File: src/rtl/alu_seq_pkg.sv
// Shared types and constants for the ALU operation sequencer.
package alu_seq_pkg;

    // ALU bus widths. The request struct is built from these, so the
    // sequencer's DW/CW parameters must stay equal to them.
    localparam int ALU_DW = 8;
    localparam int ALU_CW = 4;
    localparam int GAP_W  = 5;

    // Sequencer states
    typedef enum logic [2:0] {
        IDLE   = 3'd0,
        ISSUE  = 3'd1,
        GAP    = 3'd2,
        SECOND = 3'd3,
        WAIT   = 3'd4,
        RESV   = 3'd5
    } state_t;

    // Operand split policy (2'b11 behaves like SPLIT_BOTH)
    localparam logic [1:0] SPLIT_BOTH = 2'b00;
    localparam logic [1:0] SPLIT_AB   = 2'b01;
    localparam logic [1:0] SPLIT_BA   = 2'b10;

    // ALU operand-valid codes
    localparam logic [1:0] IV_NONE = 2'b00;
    localparam logic [1:0] IV_A    = 2'b01;
    localparam logic [1:0] IV_B    = 2'b10;
    localparam logic [1:0] IV_AB   = 2'b11;

    // Arithmetic-mode commands that take the long ALU path
    localparam logic [ALU_CW-1:0] CMD_MUL_INC = 4'd9;
    localparam logic [ALU_CW-1:0] CMD_SHL_SUB = 4'd10;

    localparam int LAT_STD   = 1;
    localparam int LAT_MULTI = 3;
    localparam int LATE_GAP  = 16;

    // One complete operation request as stored in the FIFO
    typedef struct packed {
        logic [ALU_DW-1:0] opa;
        logic [ALU_DW-1:0] opb;
        logic [ALU_CW-1:0] cmd;
        logic              mode;
        logic              cin;
        logic [1:0]        split;
        logic [GAP_W-1:0]  gap;
    } req_t;

    // True when the operands go out as two separate beats
    function automatic logic is_split(input logic [1:0] s);
        return (s == SPLIT_AB) || (s == SPLIT_BA);
    endfunction

    // Starting value of the WAIT countdown (ALU latency minus one)
    function automatic logic [1:0] lat_m1(input req_t r);
        if (r.mode && ((r.cmd == CMD_MUL_INC) || (r.cmd == CMD_SHL_SUB)))
            return 2'(LAT_MULTI - 1);
        return 2'(LAT_STD - 1);
    endfunction

    // A long gap between halves trips the ALU's operand timeout
    function automatic logic is_late(input req_t r);
        return is_split(r.split) && (int'(r.gap) >= LATE_GAP);
    endfunction

endpackage

File: src/rtl/alu_seq_fifo.sv
// Request FIFO: DEPTH entries, show-ahead read, occupancy counter for full/empty.
module alu_seq_fifo
    import alu_seq_pkg::*;
#(
    parameter int DEPTH = 4
) (
    input  logic CLK,
    input  logic RST,
    input  logic push,
    input  logic pop,
    input  req_t din,
    output req_t dout,
    output logic full,
    output logic empty
);

    localparam int AW = (DEPTH > 1) ? $clog2(DEPTH) : 1;
    localparam int NW = $clog2(DEPTH + 1);

    req_t          r_mem [DEPTH];
    logic [AW-1:0] r_wr_ptr;
    logic [AW-1:0] r_rd_ptr;
    logic [NW-1:0] r_count;
    logic          w_do_push;
    logic          w_do_pop;

    // A push into a full FIFO or a pop from an empty one is dropped
    assign w_do_push = push && !full;
    assign w_do_pop  = pop && !empty;

    assign full  = (r_count == NW'(DEPTH));
    assign empty = (r_count == '0);
    assign dout  = r_mem[r_rd_ptr];

    // Storage; contents are don't-care until written, so no reset
    always_ff @(posedge CLK) begin
        if (w_do_push)
            r_mem[r_wr_ptr] <= din;
    end

    // Pointers wrap naturally (power-of-two depth); count tracks occupancy
    always_ff @(posedge CLK or posedge RST) begin
        if (RST) begin
            r_wr_ptr <= '0;
            r_rd_ptr <= '0;
            r_count  <= '0;
        end else begin
            if (w_do_push)
                r_wr_ptr <= r_wr_ptr + AW'(1);
            if (w_do_pop)
                r_rd_ptr <= r_rd_ptr + AW'(1);
            case ({w_do_push, w_do_pop})
                2'b10:   r_count <= r_count + NW'(1);
                2'b01:   r_count <= r_count - NW'(1);
                default: r_count <= r_count;
            endcase
        end
    end

endmodule

File: src/rtl/alu_op_sequencer.sv
// ALU issue stage: buffers requests, drives the ALU input bus one op at a
// time (single beat or two halves with a gap), then strobes res_valid once
// the ALU latency has elapsed.
module alu_op_sequencer
    import alu_seq_pkg::*;
#(
    parameter int DW    = ALU_DW,
    parameter int CW    = ALU_CW,
    parameter int DEPTH = 4
) (
    input  logic             CLK,
    input  logic             RST,
    input  logic             req_valid,
    output logic             req_ready,
    input  logic [DW-1:0]    req_opa,
    input  logic [DW-1:0]    req_opb,
    input  logic [CW-1:0]    req_cmd,
    input  logic             req_mode,
    input  logic             req_cin,
    input  logic [1:0]       req_split,
    input  logic [GAP_W-1:0] req_gap,
    output logic [1:0]       INP_VALID,
    output logic [DW-1:0]    OPA,
    output logic [DW-1:0]    OPB,
    output logic [CW-1:0]    CMD,
    output logic             MODE,
    output logic             CIN,
    output logic             CE,
    output logic             res_valid,
    output logic             late,
    output logic             busy
);

    req_t             w_din;
    req_t             w_dout;
    logic             w_push;
    logic             w_pop;
    logic             w_full;
    logic             w_empty;

    state_t           r_state;
    state_t           w_state_n;
    req_t             r_op;
    req_t             w_op_n;
    logic [GAP_W-1:0] r_gap_cnt;
    logic [GAP_W-1:0] w_gap_cnt_n;
    logic [1:0]       r_lat_cnt;
    logic [1:0]       w_lat_cnt_n;
    logic             r_late_op;
    logic             w_late_op_n;

    logic [1:0]       r_inp_valid, w_inp_valid_n;
    logic [DW-1:0]    r_opa,       w_opa_n;
    logic [DW-1:0]    r_opb,       w_opb_n;
    logic [CW-1:0]    r_cmd,       w_cmd_n;
    logic             r_mode,      w_mode_n;
    logic             r_cin,       w_cin_n;
    logic             r_ce;
    logic             r_res_valid, w_res_valid_n;
    logic             r_late,      w_late_n;

    assign w_din.opa   = req_opa;
    assign w_din.opb   = req_opb;
    assign w_din.cmd   = req_cmd;
    assign w_din.mode  = req_mode;
    assign w_din.cin   = req_cin;
    assign w_din.split = req_split;
    assign w_din.gap   = req_gap;

    assign w_push    = req_valid && !w_full;
    assign req_ready = !w_full;
    assign busy      = (r_state != IDLE) || !w_empty;

    alu_seq_fifo #(
        .DEPTH (DEPTH)
    ) u_fifo (
        .CLK   (CLK),
        .RST   (RST),
        .push  (w_push),
        .pop   (w_pop),
        .din   (w_din),
        .dout  (w_dout),
        .full  (w_full),
        .empty (w_empty)
    );

    // Next state, op register load and beat/latency counters
    always_comb begin
        w_state_n   = r_state;
        w_op_n      = r_op;
        w_pop       = 1'b0;
        w_gap_cnt_n = r_gap_cnt;
        w_lat_cnt_n = r_lat_cnt;
        w_late_op_n = r_late_op;
        unique case (r_state)
            IDLE: begin
                if (!w_empty) begin
                    w_pop       = 1'b1;
                    w_op_n      = w_dout;
                    w_late_op_n = is_late(w_dout);
                    w_state_n   = ISSUE;
                end
            end
            ISSUE: begin
                if (is_split(r_op.split)) begin
                    w_gap_cnt_n = r_op.gap;
                    w_state_n   = (r_op.gap == '0) ? SECOND : GAP;
                end else begin
                    w_lat_cnt_n = lat_m1(r_op);
                    w_state_n   = WAIT;
                end
            end
            GAP: begin
                // Loaded with req_gap, so GAP lasts exactly req_gap cycles
                w_gap_cnt_n = r_gap_cnt - GAP_W'(1);
                if (r_gap_cnt <= GAP_W'(1))
                    w_state_n = SECOND;
            end
            SECOND: begin
                w_lat_cnt_n = lat_m1(r_op);
                w_state_n   = WAIT;
            end
            WAIT: begin
                if (r_lat_cnt == 2'd0)
                    w_state_n = RESV;
                else
                    w_lat_cnt_n = r_lat_cnt - 2'd1;
            end
            RESV: begin
                // Chain straight into the next op to avoid an IDLE bubble
                if (!w_empty) begin
                    w_pop       = 1'b1;
                    w_op_n      = w_dout;
                    w_late_op_n = is_late(w_dout);
                    w_state_n   = ISSUE;
                end else begin
                    w_state_n = IDLE;
                end
            end
            default: w_state_n = IDLE;
        endcase
    end

    // ALU bus values for the state being entered, so they can be registered
    always_comb begin
        w_inp_valid_n = IV_NONE;
        w_opa_n       = '0;
        w_opb_n       = '0;
        w_cmd_n       = '0;
        w_mode_n      = 1'b0;
        w_cin_n       = 1'b0;
        w_res_valid_n = 1'b0;
        w_late_n      = 1'b0;
        if (w_state_n inside {ISSUE, GAP, SECOND, WAIT}) begin
            w_cmd_n  = w_op_n.cmd;
            w_mode_n = w_op_n.mode;
            w_cin_n  = w_op_n.cin;
        end
        unique case (w_state_n)
            ISSUE: begin
                case (w_op_n.split)
                    SPLIT_AB: begin
                        w_inp_valid_n = IV_A;
                        w_opa_n       = w_op_n.opa;
                    end
                    SPLIT_BA: begin
                        w_inp_valid_n = IV_B;
                        w_opb_n       = w_op_n.opb;
                    end
                    default: begin
                        w_inp_valid_n = IV_AB;
                        w_opa_n       = w_op_n.opa;
                        w_opb_n       = w_op_n.opb;
                    end
                endcase
            end
            SECOND: begin
                // Only split ops get here: send whichever half is still missing
                if (w_op_n.split == SPLIT_AB) begin
                    w_inp_valid_n = IV_B;
                    w_opb_n       = w_op_n.opb;
                end else begin
                    w_inp_valid_n = IV_A;
                    w_opa_n       = w_op_n.opa;
                end
            end
            RESV: begin
                w_res_valid_n = 1'b1;
                w_late_n      = w_late_op_n;
            end
            default: ;
        endcase
    end

    // State, op context and registered ALU-side outputs
    always_ff @(posedge CLK or posedge RST) begin
        if (RST) begin
            r_state     <= IDLE;
            r_op        <= '0;
            r_gap_cnt   <= '0;
            r_lat_cnt   <= '0;
            r_late_op   <= 1'b0;
            r_inp_valid <= IV_NONE;
            r_opa       <= '0;
            r_opb       <= '0;
            r_cmd       <= '0;
            r_mode      <= 1'b0;
            r_cin       <= 1'b0;
            r_ce        <= 1'b0;
            r_res_valid <= 1'b0;
            r_late      <= 1'b0;
        end else begin
            r_state     <= w_state_n;
            r_op        <= w_op_n;
            r_gap_cnt   <= w_gap_cnt_n;
            r_lat_cnt   <= w_lat_cnt_n;
            r_late_op   <= w_late_op_n;
            r_inp_valid <= w_inp_valid_n;
            r_opa       <= w_opa_n;
            r_opb       <= w_opb_n;
            r_cmd       <= w_cmd_n;
            r_mode      <= w_mode_n;
            r_cin       <= w_cin_n;
            r_ce        <= 1'b1;
            r_res_valid <= w_res_valid_n;
            r_late      <= w_late_n;
        end
    end

    assign INP_VALID = r_inp_valid;
    assign OPA       = r_opa;
    assign OPB       = r_opb;
    assign CMD       = r_cmd;
    assign MODE      = r_mode;
    assign CIN       = r_cin;
    assign CE        = r_ce;
    assign res_valid = r_res_valid;
    assign late      = r_late;

endmodule
File: config.mk
export PLATFORM = sky130hd
export DESIGN_NAME = alu_op_sequencer
export DESIGN_NICKNAME = d
export VERILOG_FILES = /design/src/rtl/alu_seq_pkg.sv /design/src/rtl/alu_seq_fifo.sv /design/src/rtl/alu_op_sequencer.sv
export SDC_FILE = /design/constraint.sdc
export NUM_CORES = 1
export LEC_CHECK = 0
export ABC_AREA = 1
export CORE_UTILIZATION = 50
export DETAILED_ROUTE_END_ITERATION = 8
export PLACE_DENSITY = 0.69
export REMOVE_ABC_BUFFERS = 1
export SETUP_SLACK_MARGIN = 0.1
export SLEW_MARGIN = 40
export SYNTH_ARGS = -nofsm -noshare
export SYNTH_HDL_FRONTEND = slang
export SYNTH_SLANG_ARGS = --single-unit
File: constraint.sdc
create_clock -name CLK -period 3.76 [get_ports CLK]
set_clock_uncertainty 0.05 [all_clocks]
set_input_delay 1.128 -clock CLK [delete_from_list [all_inputs] [get_ports CLK]]
set_output_delay 1.128 -clock CLK [all_outputs]
set_load 0.02 [all_outputs]
==> After elaboration in Yosys (flattened, before gate mapping) <==
Memory sizes are Yosys's and may differ from the RTL's.
Cells that the tools add are included.
{ "op_classes": {"n_reduce_logical": 24, "eq_ne": 24, "bitwise_logic": 1, "order_cmp": 2, "addsub": 6, "n_mux": 42} }
{ "op_table": {"columns": ["op", "n"], "rows": [
  ["29-bit 2-to-1 mux", 2],
  ["8-bit 2-to-1 mux", 4],
  ["8-bit case mux with 2 select lines", 2],
  ["3-bit case mux with 6 select lines", 1],
  ["1-bit 2-to-1 mux", 16],
  ["3-bit == test, second input constant", 5],
  ["3-bit by 2-bit == test with 1-bit output, second input constant", 4],
  ["2-bit 2-to-1 mux", 6],
  ["3-bit 2-to-1 mux", 4],
  ["5-bit case mux with 2 select lines", 1],
  ["2-bit by 1-bit == test with 1-bit output, second input constant", 4],
  ["2-bit == test, second input constant", 4],
  ["4-bit == test, second input constant", 2],
  ["2-bit case mux with 2 select lines", 2],
  ["3-bit by 1-bit == test with 1-bit output, second input constant", 2],
  ["3-bit logical NOT", 2],
  ["2-bit inequality test, second input constant", 3],
  ["2-bit case mux with 3 select lines", 1],
  ["3-bit case mux with 2 select lines", 1],
  ["3-bit nonzero test", 2],
  ["5-bit >= comparator, second input constant", 1],
  ["5-bit by 1-bit <= comparator with 1-bit output, second input constant", 1],
  ["1-bit logical AND", 5],
  ["5-bit logical NOT", 1],
  ["16 further kinds", 23]
]} }
{ "totals": {"ram_bits": 116, "elab_cells": 123, "memories": 1, "reg_bits": 74} }
{ "mem_list": {"columns": ["name", "depth", "width", "read_ports", "rd_ports_with_merged_regs", "wr", "line_no", "text"], "rows": [
  ["u_fifo.r_mem", 4, 29, 1, 0, 1, "alu_seq_fifo.sv:20", "req_t r_mem [DEPTH];"]
]} }

==> Logic depth before layout (Yosys ltp) <==
Gate-level depths: netlist of the first run.
{ "logic_depth": {"word_depth": 9, "mapped_depth": 13, "ltp_nobuf": 11} }

==> Cells and area by module <==
Synthesis of the first run repeated with hierarchy kept, for this count alone.
{ "unflattened": {"cells_unflattened": 706, "area_unflattened_um2": 8056.5} }
{ "by_module_without_submodules": {"columns": ["module", "cells_each", "area_per_inst_um2", "instances"], "rows": [
  ["alu_seq_fifo", 400, 5182.5, 1],
  ["alu_op_sequencer", 306, 2874.0, 1]
]} }

==> Least setup slack after synthesis of the first run <==
OpenSTA, ideal clock, no wires.
{ "synth_path": {"path_type": "input -> register", "start": "in req_valid", "end": "mem u_fifo.r_mem[0][0] in the netlist's numbering, enable pin", "stages": 2, "t_arrival_ns": 2.548, "path_slack_ns": 0.747, "required_time_ns": 3.295, "cell_sequence": "nand2_1 -> nor2_1"} }
{ "synth_between": {"elab_chain_len": 4} }
{ "synth_rtl": {"columns": ["item", "line_no", "text"], "rows": [
  ["start: declaration", "alu_op_sequencer.sv:13", "input logic req_valid,"],
  ["1-bit logical AND", "alu_op_sequencer.sv:70", "assign w_push = req_valid && !w_full;"],
  ["1-bit logical AND", "alu_seq_fifo.sv:28", "assign w_do_push = push && !full;"],
  ["1-bit 2-to-1 mux", "alu_seq_fifo.sv:37", "if (w_do_push)"],
  ["1-bit 2-to-1 mux (implied by the code)", "alu_seq_fifo.sv:38", "r_mem[r_wr_ptr] <= din;"],
  ["end: declaration", "alu_seq_fifo.sv:20", null]
]} }
No other way between the ends.

==> Worst setup path after layout of the first run <==
{ "layout_path": {"start": "reg u_fifo.r_count[0]", "end": "out busy"} }
{ "layout_between": {"elab_chain_len": 3} }
{ "layout_rtl": {"columns": ["item", "line_no", "text"], "rows": [
  ["start: declaration", "alu_seq_fifo.sv:23", "logic [NW-1:0] r_count;"],
  ["start signal: assignment", "alu_seq_fifo.sv:53", "2'b10: r_count <= r_count + NW'(1);"],
  ["start signal: assignment", "alu_seq_fifo.sv:54", "2'b01: r_count <= r_count - NW'(1);"],
  ["start signal: assignment", "alu_seq_fifo.sv:55", "default: r_count <= r_count;"],
  ["3-bit logical NOT", "alu_seq_fifo.sv:32", "assign empty = (r_count == '0);"],
  ["1-bit logical NOT", "alu_op_sequencer.sv:72", "assign busy = (r_state != IDLE) || !w_empty;"],
  ["1-bit logical OR", "alu_op_sequencer.sv:72", null],
  ["end: declaration", "alu_op_sequencer.sv:31", "output logic busy"]
]} }
No other way between the ends.

==> summary.md, run 1 <==
| Metric | Value |
|---|---|
| R2R setup slack | around 1.3 ns |
| Initial antenna violation count | 0 |
| Minimum clock period | 2.95 ns |
| Unrepaired setup endpoints after global routing | false |
| Core Box Area | around 0.015 sq mm |
| Register area share after synthesis | between 60% and 70% |
| Largest net degree at the start of global routing | 60 |
| Layout cell share with drive strength beyond 1 | ~11% |
| Avg Inst Size Synth | approximately 11 sq um |
| CTS root buf | clkbuf_16 |
| CTS tree | done |
| Die H | about 130 um |
| Final core utilization | 60.5% |
| Critical Path End Type | output port |
| DR pass1 iterations | 7 |
| CTS max path bufs | 2 |
| FP Rows | 45 |
| Met1 usage | 25.7% |
| Element type at the critical path start | flip-flop |
| MaxCap Viol Count | 0 |
| WL final | between 15,000 and 20,000 um |
| GR Util met2 | 35.9% |
| Final #Nets | between 800 and 900 |
| Vias in the first global route | 5,082 |
| EDFF count, synth | approximately 120 |
| Worst hold slack | 0.428 ns |
| Ys flop type | edfxtp_1 |
| Total gr overflow | 0 |
| DR vias/cell | 5.16 |
| Post-route setup slack | 0.807 ns |
| Most frequent cells in the layout | 140 x nand2_1, 116 x edfxtp_1, 108 x nor2_1 |
| Post-CTS Resized | 0 |
| WL per Instance | roughly 15 um |
| Syn-to-layout area delta | 17.7% |
| # H-tree levels | 4 |
| Post-Syn Instances | about 720 |
| Chip Width | about 130 um |
| Initial Util | 51.4% |
| Gpl congestion | 0.810 |
| F_max | 0.339 GHz |
| GRT Resource Usage Total | between 20% and 30% |
| Hold Violations, Final | 0 |
| Type of the most critical hold path | flip-flop to flip-flop |
| Full die area | between 0.015 and 0.02 sq mm |
| Worst slew pin tran | 0.598 ns |
| FF-to-FF Start | r_state[1] |
| Ant diodes | 0 |
| Pins Over Slew Limit | 0 |
| Outcome | complete, no violations |
| Worst r2r path cells | 11 |
| Synth cell types | 32 |
| Most common cell after layout, fill and taps aside | nand2_1 |
| Total CTS buffers | 17 |
| Fillers | 1,227 |
| Worst setup path endpoint | busy |
| Final setup viols | 0 |
| Flip-flop and latch count after synthesis | 190 |
| Clk slew on worst S/H paths | 0.06 ns |
| Leakage | ~3.8 nW |
| CTS sink cnt | 190 |
| Max rail drop VDD | 0.419 mV |
| CP Data Required Time | around 2.6 ns |
| Critical path arrival | around 1.8 ns |
| Postcts setup bufs | 0 |
| Final period util | 78.5% |
| Worst Path Max Fanout | 3 |
| Vias | 5,170 |
| HPWL Detailed | about 9500 um |
| DRT iter0 DRCs | 440 |
| Post-Syn Area | 0.00784 sq mm |
| First-pass GRT wire length | 25,400 um |
| Critical Path Start | u_fifo.r_count[0] |
| Setup CP Type | flip-flop to output port |
| Gr busiest metal | met2 |
| Fin Setup TNS | 0 ns |
| Clk Latency, worst-skew pair | 0.42 ns |
| Met3 Use GR | 4.10% |
| Async SR Flop Fraction | between 30% and 40% |
| I/O pin cnt | 61 |
| IO Port Bufs | 60 |
| DRC Markers | 0 |
| R2r endpoint | u_fifo.r_count[2] |
| Slew headroom | 60.2% |
| PD cells | 915 mW/mm^2 |
| Setup WS pre-CTS | 0.652 ns |
| Synth warn | 0 |
| Post-route ant nets | 0 |
| CTS Hold Bufs | 0 |
## critical path, cell delays in order, from the launching register on
cell and delay [ns]:
dfrtp_1 0.40, inv_2 0.09, nand3_1 0.13, inv_2 0.11, nand4_1 0.08, clkdlybuf4s50_1 0.54
## power by group
| part | internal [W] | switching [W] |
|---|---|---|
| Sequential | 0.00289 | 0.000184 |
| Clock | 0.00105 | 0.000728 |
| Combinational | 0.00114 | 0.00244 |
## metal layers
layer,part of all wire (%),vias up
li1,-,2489
met1,42,2492
met2,51,160
met3,5.0,29
met4,2.2,0
met5,0,-
## worst min path at each step
stage / startpoint / to / cells past startpoint / slack (ns)
after floorplan: r_lat_cnt[0] / r_lat_cnt[0] / 2 / 0.39
after global placement: r_lat_cnt[0] / r_lat_cnt[0] / 2 / 0.41
after detailed placement: r_lat_cnt[0] / r_lat_cnt[0] / 2 / 0.42
after CTS: r_lat_cnt[0] / r_lat_cnt[0] / 2 / 0.43
after global routing: r_late_op / r_late_op / 2 / 0.48
final: r_lat_cnt[0] / r_lat_cnt[0] / 2 / 0.43
## flip-flops by register name, indices dropped and copies added (netlist names)
register	count
late	1
u_fifo.r_count	3
CIN	1
CMD	4
u_fifo.r_rd_ptr	2
r_late_op	1
u_fifo.r_wr_ptr	2
MODE	1
INP_VALID	2
OPB	8
r_gap_cnt	5
r_state	3
CE	1
OPA	8
res_valid	1
u_fifo.r_mem	116
r_op	29
r_lat_cnt	2
## cell usage after synthesis, types with 5 or more instances
master | number | area share, %
xor2_1 | 5 | 0.56
nand3_2 | 10 | 1.3
a21oi_1 | 6 | 0.38
or2_2 | 5 | 0.40
inv_2 | 7 | 0.34
dfrtp_1 | 74 | 24
nor2_2 | 16 | 1.3
o22ai_1 | 10 | 0.80
nand4_1 | 9 | 0.72
buf_2 | 14 | 0.89
nand3_1 | 36 | 2.3
nand2_1 | 140 | 6.7
buf_4 | 5 | 0.48
clkbuf_1 | 6 | 0.29
edfxtp_1 | 116 | 44
o21ai_0 | 61 | 3.9
nor2_1 | 112 | 5.4
inv_1 | 54 | 2.6
ha_1 | 8 | 1.3
## kinds of logic (layout without fill, tap and decap cells)
group / after synthesis / count (layout) / synth area share, %
AOI/OAI and AO/OA: 83 / 83 / 5.57
other: 1 / 1 / 0.0479
buffers and inverters: 90 / 165 / 5.21
xor gates and xnor gates: 7 / 7 / 0.782
adders and majority gates: 9 / 9 / 1.53
and+or+nand+nor: 335 / 335 / 18.8
DFF: 190 / 190 / 68.1
## per-stage QoR
step / cell area (sq um) / power, W / std cells
global route: 9220 / 0.00903 / 1001
floorplan: 7660 / 0.00548 / 686
global placement: 8630 / 0.00655 / 969
finish: 9220 / 0.00844 / 1001
detailed placement: 8630 / 0.00668 / 969
CTS: 9220 / 0.00849 / 1001
## area by class of cell
type | instances | area [sq um] | share of cell area, %
multi-input combinational | 435 | 2100 | 22.8
timing repair buffer | 72 | 703 | 7.62
clock buffer | 19 | 443 | 4.80
inverter | 61 | 229 | 2.48
sequential | 190 | 5340 | 57.8
clock inverter | 13 | 146 | 1.59
tap | 211 | 264 | 2.86
Note: power is estimated with default switching activity, not from simulation.
==> inputs of run 2 (changes only) <==
- clock period: 3.76 -> 3.08 ns (I/O delays scaled with it)
==> run 2 against run 1 <==
Against the previous run: critical path depth stayed put; clock power increased by 17%; setup slack got worse by 0.50 ns; worst hold slack better by 0.0097 ns; non-clock buffer count stayed put; register-to-register slack got worse by 0.52 ns; sequential cell count unchanged; first-iteration DRC count is 3.0% higher; critical path type unchanged; largest power group unchanged.
==> summary.md, run 2 (synthesis results as in run 1) <==
| Metric | Value |
|---|---|
| Unrepaired setup endpoints after global routing | false |
| PD cells | 1110 mW/mm^2 (+21%) |
| Worst Path Max Fanout | 2 (-1) |
| Most common cell after layout, fill and taps aside | nand2_1 |
| Chip Width | 127 um (unchanged) |
| WL per Instance | 15.3 um (-0.10%) |
| Gpl congestion | 0.819 (+1.1%) |
| Worst slew pin tran | 0.629 ns (+0.0310 ns) |
| DRT iter0 DRCs | 453 (+3.0%) |
| Slew headroom | 58.1% (-2.1 points) |
| Regs by FF count | u_fifo.r_mem (116), r_op (29) |
| Total CTS buffers | 17 (unchanged) |
| Type of the most critical hold path | flip-flop to flip-flop |
| Hold Violations, Final | 0 (unchanged) |
| Post-route ant nets | 0 (unchanged) |
| Largest net degree at the start of global routing | 75 (+25%) |
| Die H | 127 um (unchanged) |
| Vias in the first global route | 5,177 (+1.9%) |
| Final period util | 90.1% |
| FP Rows | 45 (unchanged) |
| Syn-to-layout area delta | 18.1% |
| HPWL Detailed | 9440 um (-0.74%) |
| Clk Latency, worst-skew pair | 0.43 ns (about the same) |
| Most frequent cells in the layout | 140 x nand2_1, 116 x edfxtp_1, 108 x nor2_1 |
| Postcts setup bufs | 0 (unchanged) |
| MaxCap Viol Count | 0 (unchanged) |
| WL final | 15,400 um (-0.10%) |
| CTS max path bufs | 2 (unchanged) |
| Leakage | 3.84 nW (+0.44%) |
| Clk slew on worst S/H paths | 0.07 ns (about the same) |
| GRT Resource Usage Total | 20.9% (about the same) |
| Post-CTS Resized | 0 (unchanged) |
| Largest register FFs | 116 (unchanged) |
| CP Data Required Time | 2.11 ns (-0.47 ns) |
| Critical Path End Type | output port |
| F_max | between 0.3 and 0.4 GHz |
| Final Non-Filler Cells | 1,001 (unchanged) |
| First-pass GRT wire length | 25,700 um (+1.2%) |
| Hold path cells | 2 (unchanged) |
| # H-tree levels | 4 (unchanged) |
| Minimum clock period | about 2.8 ns |
| Total gr overflow | 0 (unchanged) |
| Vias | 5,155 (-0.29%) |
| DRC Markers | 0 (unchanged) |
| CTS tree | done |
| Max rail drop VDD | 0.557 mV (+33%) |
| I/O pin cnt | 61 (unchanged) |
| Outcome | complete, no violations |
| IO Port Bufs | 60 (unchanged) |
| Core Box Area | 0.0153 sq mm (unchanged) |
| Final setup viols | 0 (unchanged) |
| Setup CP Type | flip-flop to output port |
| Most flops, register | u_fifo.r_mem |
| CTS Hold Bufs | 0 (unchanged) |
| Layout cell share with drive strength beyond 1 | 11.6% (+0.51 points) |
| Full die area | 0.0162 sq mm (unchanged) |
| Ant diodes | 0 (unchanged) |
| Critical path arrival | 1.80 ns (+0.03 ns) |
| Worst r2r path cells | 11 (unchanged) |
| DR vias/cell | 5.15 (-0.29%) |
| Element type at the critical path start | flip-flop |
| Initial antenna violation count | 0 (unchanged) |
| Initial Util | 51.4% (unchanged) |
| Final #Nets | 818 (unchanged) |
| Cell total after placement | 969 (unchanged) |
| Pins Over Slew Limit | 0 (unchanged) |
| CTS root buf | clkbuf_16 |
| Fin Setup TNS | 0 ns (unchanged) |
| CTS sink cnt | 190 (unchanged) |
| DR pass1 iterations | 5 (-2) |
[run 2: cell types whose count changed in the layout (fill, tap and decap cells not counted), sizes merged]
cell      previous run  this run
clkbuf              19        17
bufinv               3         0
inv                 61        70
clkinv               7         6
clkinvlp             3         0
[run 2: cell type report]
type / count / area [sq um]
Fill cell: 1211 / 6000
Sequential cell: 190 / 5340
Multi-Input combinational cell: 435 / 2100
Timing Repair Buffer: 72 / 753
Clock buffer: 17 / 425
Tap cell: 211 / 264
Inverter: 61 / 229
Clock inverter: 15 / 145
[run 2: per-stage QoR]
step           worst slack, ns  hold slack, ns  cell area, sq um  utilization [%]  total power (W)
6_report                 0.305           0.438              9260             60.7           0.0102
5_1_grt                  0.231           0.480              9260             60.7           0.0110
4_1_cts                  0.302           0.442              9260             60.7           0.0103
3_5_place_dp             0.496           0.425              8680             56.9          0.00820
3_3_place_gp             0.484           0.407              8680             56.9          0.00804
2_1_floorplan            0.224           0.392              7660                -          0.00670
[run 2: final timing paths]
check	startpoint	end	slack, ns
max	u_fifo.r_count[2]	busy	0.31
max reg2reg	r_state[1]	OPA[4]	0.74
max in group asynchronous	RST	u_fifo.r_count[0]	1.82
min in group asynchronous	RST	OPA[7]	0.86
min	r_lat_cnt[0]	r_lat_cnt[0]	0.44
min reg2reg	r_lat_cnt[0]	r_lat_cnt[0]	0.44
[run 2: critical path, stage by stage, from the launching register on]
cell	delay, ns
dfrtp_1	0.39
inv_1	0.10
nand3_1	0.14
inv_2	0.11
nand4_1	0.09
clkdlybuf4s50_1	0.55
[run 2: routing by layer]
layer	track usage [%]	vias up	share of wire, %
met2	34.6	142	51
met4	8.26	0	1.5
li1	-	2492	-
met5	0	-	0
met1	27.6	2501	44
met3	3.85	20	4.1
[run 2: where the power goes]
group | switching [W] | total [W] | internal (W) | leakage, nW
clock network | 0.00101 | 0.00209 | 0.00108 | 0.284
logic | 0.00297 | 0.00439 | 0.00141 | 1.60
registers | 0.000229 | 0.00375 | 0.00353 | 1.96
total | 0.00421 | 0.0102 | 0.00602 | 3.84
